### src/rtl/key_filter_bank.sv
// Multi-channel key conditioner: 2-flop sync, debounce, level and edge pulses, priority code.
// Define KEY_FILTER_REPEAT_EN to add auto-repeat press pulses while a key is held.
module key_filter_bank #(
  parameter int unsigned NUM_KEYS        = 5,
  parameter int unsigned DEBOUNCE_CYCLES = 2000000,
  parameter bit          ACTIVE_LOW      = 1'b0,
  parameter int unsigned REPEAT_DELAY    = 50000000,
  parameter int unsigned REPEAT_PERIOD   = 10000000,
  localparam int unsigned CodeW          = (NUM_KEYS > 1) ? $clog2(NUM_KEYS) : 1
) (
  input  logic                sys_clk,
  input  logic                sys_rst,
  input  logic [NUM_KEYS-1:0] key_in,
  output logic [NUM_KEYS-1:0] key_level,
  output logic [NUM_KEYS-1:0] key_posedge,
  output logic [NUM_KEYS-1:0] key_negedge,
  output logic                key_valid,
  output logic [CodeW-1:0]    key_code
);

  localparam int unsigned     CntW    = $clog2(DEBOUNCE_CYCLES + 1);
  localparam logic [CntW-1:0] CntLast = CntW'(DEBOUNCE_CYCLES - 1);

  if (NUM_KEYS == 0 || DEBOUNCE_CYCLES == 0 || REPEAT_DELAY == 0 || REPEAT_PERIOD == 0)
  begin : g_param_check
    $error("key_filter_bank: NUM_KEYS, DEBOUNCE_CYCLES and REPEAT_* must all be >= 1");
  end

`ifdef KEY_FILTER_REPEAT_EN
  localparam int unsigned     HoldMax    = (REPEAT_DELAY > REPEAT_PERIOD) ? REPEAT_DELAY
                                                                          : REPEAT_PERIOD;
  localparam int unsigned     HoldW      = (HoldMax > 1) ? $clog2(HoldMax) : 1;
  localparam logic [HoldW-1:0] DelayLast  = HoldW'(REPEAT_DELAY - 1);
  localparam logic [HoldW-1:0] PeriodLast = HoldW'(REPEAT_PERIOD - 1);
`endif

  // Normalise polarity before synchronising so reset can clear to "not pressed" = 0.
  logic [NUM_KEYS-1:0] key_norm;
  assign key_norm = key_in ^ {NUM_KEYS{ACTIVE_LOW}};

  for (genvar i = 0; i < NUM_KEYS; i++) begin : g_chan
    logic            sync1_q, sync2_q;
    logic            level_q, pos_q, neg_q;
    logic [CntW-1:0] cnt_q, cnt_d;
    logic            differ, accept, rep_fire;

    assign differ = sync2_q ^ level_q;
    // The counter tops out at DEBOUNCE_CYCLES-1; the next differing cycle accepts and clears.
    assign accept = differ && (cnt_q == CntLast);

    always_comb begin
      cnt_d = '0;
      if (differ && !accept) begin
        cnt_d = cnt_q + 1'b1;
      end
    end

`ifdef KEY_FILTER_REPEAT_EN
    logic [HoldW-1:0] hold_q, hold_d;
    logic             rep_q, rep_d;

    // hold_q counts cycles since the last press/repeat pulse; rep_q selects delay vs period.
    always_comb begin
      hold_d   = hold_q;
      rep_d    = rep_q;
      rep_fire = 1'b0;
      if (!level_q || accept) begin
        hold_d = '0;
        rep_d  = 1'b0;
      end else if (hold_q == (rep_q ? PeriodLast : DelayLast)) begin
        rep_fire = 1'b1;
        hold_d   = '0;
        rep_d    = 1'b1;
      end else begin
        hold_d = hold_q + 1'b1;
      end
    end

    always_ff @(posedge sys_clk) begin
      if (sys_rst) begin
        hold_q <= '0;
        rep_q  <= 1'b0;
      end else begin
        hold_q <= hold_d;
        rep_q  <= rep_d;
      end
    end
`else
    assign rep_fire = 1'b0;
`endif

    always_ff @(posedge sys_clk) begin
      if (sys_rst) begin
        sync1_q <= 1'b0;
        sync2_q <= 1'b0;
        cnt_q   <= '0;
        level_q <= 1'b0;
        pos_q   <= 1'b0;
        neg_q   <= 1'b0;
      end else begin
        sync1_q <= key_norm[i];
        sync2_q <= sync1_q;
        cnt_q   <= cnt_d;
        level_q <= level_q ^ accept;
        pos_q   <= (accept && !level_q) || rep_fire;
        neg_q   <= accept && level_q;
      end
    end

    assign key_level[i]   = level_q;
    assign key_posedge[i] = pos_q;
    assign key_negedge[i] = neg_q;
  end

  assign key_valid = |key_posedge;

  // Scan from the top so the lowest-numbered active channel wins.
  always_comb begin
    key_code = '0;
    for (int i = NUM_KEYS - 1; i >= 0; i--) begin
      if (key_posedge[i]) begin
        key_code = CodeW'(i);
      end
    end
  end

endmodule
### config.mk
export PLATFORM = sky130hd
export DESIGN_NAME = key_filter_bank
export DESIGN_NICKNAME = d
export VERILOG_FILES = /design/src/rtl/key_filter_bank.sv
export SDC_FILE = /design/constraint.sdc
export NUM_CORES = 1
export LEC_CHECK = 0
export BUFFER_PORTS_ARGS = -buffer_cell sky130_fd_sc_hd__clkbuf_2
export CORE_MARGIN = 1.5
export CORE_UTILIZATION = 55
export DETAILED_ROUTE_END_ITERATION = 7
export PLACE_DENSITY_LB_ADDON = 0.1
export SETUP_SLACK_MARGIN = 0.4
export SLEW_MARGIN = 20
export SYNTH_ARGS = -nofsm -noshare
export SYNTH_HDL_FRONTEND = slang
export SYNTH_SLANG_ARGS = --single-unit
export TNS_END_PERCENT = 30
### constraint.sdc
create_clock -name sys_clk -period 1.85 [get_ports sys_clk]
set_input_delay 0.37 -clock sys_clk [delete_from_list [all_inputs] [get_ports sys_clk]]
set_output_delay 0.37 -clock sys_clk [all_outputs]
set_load 0.01 [all_outputs]
==> impl_results.md <==
- Power per cell area: 784.3 mW/mm^2
- Setup crit end: g_chan[3].cnt_q[10]
- Total vias in the final route: 5233
- Critical path class: reg2reg
- Setup Skew: 7.690 ps
- Worst setup SP type: register
- P&R area growth vs syn: 45.93%
- Levels on crit path: 9
- Unique masters post-synth: 40
- DP Cell Count: 832
- Final min period: 1922 ps
- Largest net degree at the start of global routing: 22
- Seq/Total Area, Yosys: 45.32%
- # rows: 37
- Yosys top cell area share: 45.32%
- CTS tree: built
- Die height: between 100 and 150 um
- LEAKAGE: 2.582 nW
- IO Port Bufs: 25
- Hold depth: 2
- # DRC: 0
- Met3 Use GR: about 7.2%
- Iteration-0 DRC Markers: 296
- Slew headroom: 67.72%
- Final Setup Violations: 27
- Io pins: 26
- Drt total wl: ~16000 um
- Met1 Use GR: a little under a third
- Syn Area/Cell: 8.610 sq um
- Cell family contributing the most delay on the critical path: simple AND/OR/NAND/NOR gates
- DIE WIDTH: 105.2 um
- Max Cap Viol: 0
- Buf/Inv on CP: 4
- ANT nets after route: 0
- Mapped Area: 0.005743 sq mm
- Sink Count: 130
- Async SR Flop Fraction: 0%
- Placer Congestion: about 0.83
- Yosys synthesis warning count: 0
- Total Power: approximately 6.6 mW
- Violated checks: negative setup slack
- Clock latency on the worst-skew pair: 530 ps
- Cts hold-fix bufs: 0
- Busiest grt layer: met2
- Die ar.: 0.01106 sq mm
- Crit path launch: g_chan[3].cnt_q[1]
- Worst Path Arrival: around 2400 ps
- Fmax: 0.5204 GHz
- Final Cycle Share: 103.9%
- Vias per cell: 5.814
- Most frequent CP cell: buf_6
- Post-Syn Nets: 679
- Largest cells by area after synthesis: dfxtp_1 45%, xnor2_1 7.3%, nor2_1 6.1%
- Post-DR wirelength/cell: 17.48 um
- Share of cells above drive strength 1: 45.94%
- Nets@finish: 763
- Worst stage delay on the critical path: 540 ps
- Slew Viols, Final: 0
- Total GRT Usage: 27.26%
- RR Endpoint: g_chan[3].cnt_q[10]
- CORE AREA: 0.01023 sq mm
- Tightest Hold Check Type: in2reg
- Antenna Cells: 0
- Finished Layout Cells: 900
- Crit-path cells: ha_4 > nand3_4 > buf_6 > or4_4 > o21ai_4 > buf_6 > buf_12 > buf_16 > nor2_1
- CTS buffer count: 17
- HPWL Detailed: 8107 um
- Peak supply drop: 0.0008849 V
- Worst Setup End Kind: register
- Beginning of the worst register-to-register path: g_chan[3].cnt_q[1]
- FF-to-FF path depth: 9
- Post-Synthesis Cells: 667
- First-pass GRT wire length: 23780 um
- CTS max path bufs: 2
- Met2 Use GR: a little under half
- Post-synthesis register bit count: 130
- Final hold vios: 0
- Global route overflow: 0
- Max H-tree Level: 4
- Worst Tran Pin Value: 479.7 ps
- Most used DFF post-synth: dfxtp_1
- EDFF count, synth: 0
- Critical-path top delay cell: or4_4
- Root Driver: clkbuf_8
- Status: finished with violations
- PnR worst setup slack: -71.66 ps
- Clock slew seen by the registers of the worst setup and hold paths: 60 ps
- Unrepaired setup endpoints after global routing: yes
- Reg2reg setup slack: -70 ps
- Starting Density: 56.13%
- Crit Path Max Fanout: 5
- Number of global-route vias before repair: around 5000
- TritonRoute pass-1 iters: 6
- Synth area leader: dfxtp_1
- Critical Path RT: between 2000 and 2500 ps
- Initial antenna violation count: 0
==> power breakdown <==
| group | total (mW) | internal, mW | switching (mW) | leakage (nW) |
|---|---|---|---|---|
| logic | 0.127 | 0.0566 | 0.0699 | 1.18 |
| registers | 2.79 | 2.78 | 0.00974 | 1.08 |
| clock network | 3.65 | 2.40 | 1.26 | 0.319 |
| total | 6.57 | 5.24 | 1.34 | 2.58 |
==> per-stage QoR <==
| stage | hold WS, ps | setup TNS (ps) | setup slack [ps] | util (%) | cell area [sq um] |
|---|---|---|---|---|---|
| after floorplan | 413.8 | 0 | 36.19 | - | 5956 |
| after global placement | 419.3 | 0 | 7.001 | 61.87 | 6330 |
| after detailed placement | 421.2 | -170.0 | -43.35 | 61.87 | 6330 |
| after CTS | 48.73 | -233.0 | -56.67 | 76.46 | 7823 |
| after global routing | 61.87 | -2243 | -131.8 | 81.91 | 8381 |
| final | 68.89 | -573.7 | -71.66 | 81.91 | 8381 |
==> placed cells by master, fill, tap and decap left out, types with 6 or more instances in the layout <==
master	n
or3_4	8
clkbuf_16	18
nand3_2	8
nor3_1	13
o21ai_0	23
nor4_2	6
xor2_1	16
nor2b_1	11
a21oi_2	27
and4_1	6
clkbuf_2	17
or3_1	20
nand2_1	28
nand4_1	19
dfxtp_1	74
a21oi_1	14
dfxtp_4	22
nand3_1	30
xnor2_1	47
nand3_4	6
buf_4	49
or4_1	7
nor2_1	44
o31ai_1	12
or4_4	17
inv_1	26
dfxtp_2	34
nor2_4	41
and3_1	8
nor2_2	8
buf_6	24
==> final cells by class <==
class	instances	area, sq um
Fill cell	593	1851
Tap cell	136	170.2
Inverter	27	101.3
Sequential cell	130	2728
Multi-Input combinational cell	472	3754
Timing Repair Buffer	103	980.9
Clock inverter	13	205.2
Clock buffer	19	441.7
==> synth_stat cells, types with 2 or more instances <==
library cell / number
a21oi_1: 40
a21oi_2: 2
and2_1: 2
and3_1: 11
and4_1: 8
buf_2: 7
buf_4: 15
clkbuf_1: 16
dfxtp_1: 130
ha_1: 5
inv_1: 27
nand2_1: 30
nand3_1: 41
nand3_2: 2
nand4_1: 19
nor2_1: 93
nor2b_1: 11
nor3_1: 15
nor4_1: 13
nor4b_1: 8
o21ai_0: 30
o21ai_1: 2
o31ai_1: 13
or3_1: 28
or4_1: 20
or4_4: 3
xnor2_1: 48
xor2_1: 16
==> worst min-delay path by stage <==
stage,from,endpoint
after detailed placement,g_chan[0].sync1_q,g_chan[0].sync2_q
after CTS,key_in[2],g_chan[2].sync1_q
after global routing,key_in[4],g_chan[4].sync1_q
after global placement,g_chan[1].sync1_q,g_chan[1].sync2_q
after floorplan,g_chan[0].sync1_q,g_chan[0].sync2_q
final,key_in[4],g_chan[4].sync1_q
==> state kept, by name, summed over array words and instances (netlist names), named ones only <==
signal and count:
g_chan.cnt_q 105, g_chan.pos_q 5, g_chan.neg_q 5, g_chan.sync2_q 5, g_chan.sync1_q 5
==> logic make-up after synthesis <==
logic type,Yosys count,share of synthesized area (%)
fa+ha+maj,5,1.089
flops,130,45.32
xor+xnor,64,9.760
simple gates,314,29.93
buf+inv,66,5.468
compound gates,88,8.431
==> per-layer routing <==
| layer | vias up | part of all wire [%] |
|---|---|---|
| li1 | 2518 | - |
| met1 | 2501 | 40 |
| met2 | 168 | 52 |
| met3 | 46 | 4.3 |
| met4 | 0 | 2.9 |
| met5 | - | 0 |
==> repair_timing <==
item / 4_1_cts / 5_1_grt
setup endpoints to repair: 128 / 131
buffers inserted: 17 / 11
endpoints found under the hold margin: 0 / 0
cloned: 5 / 3
pin swaps: 83 / 95
gates resized for setup: 172 / 121
No activity file was read; power rests on OpenSTA's default activity.
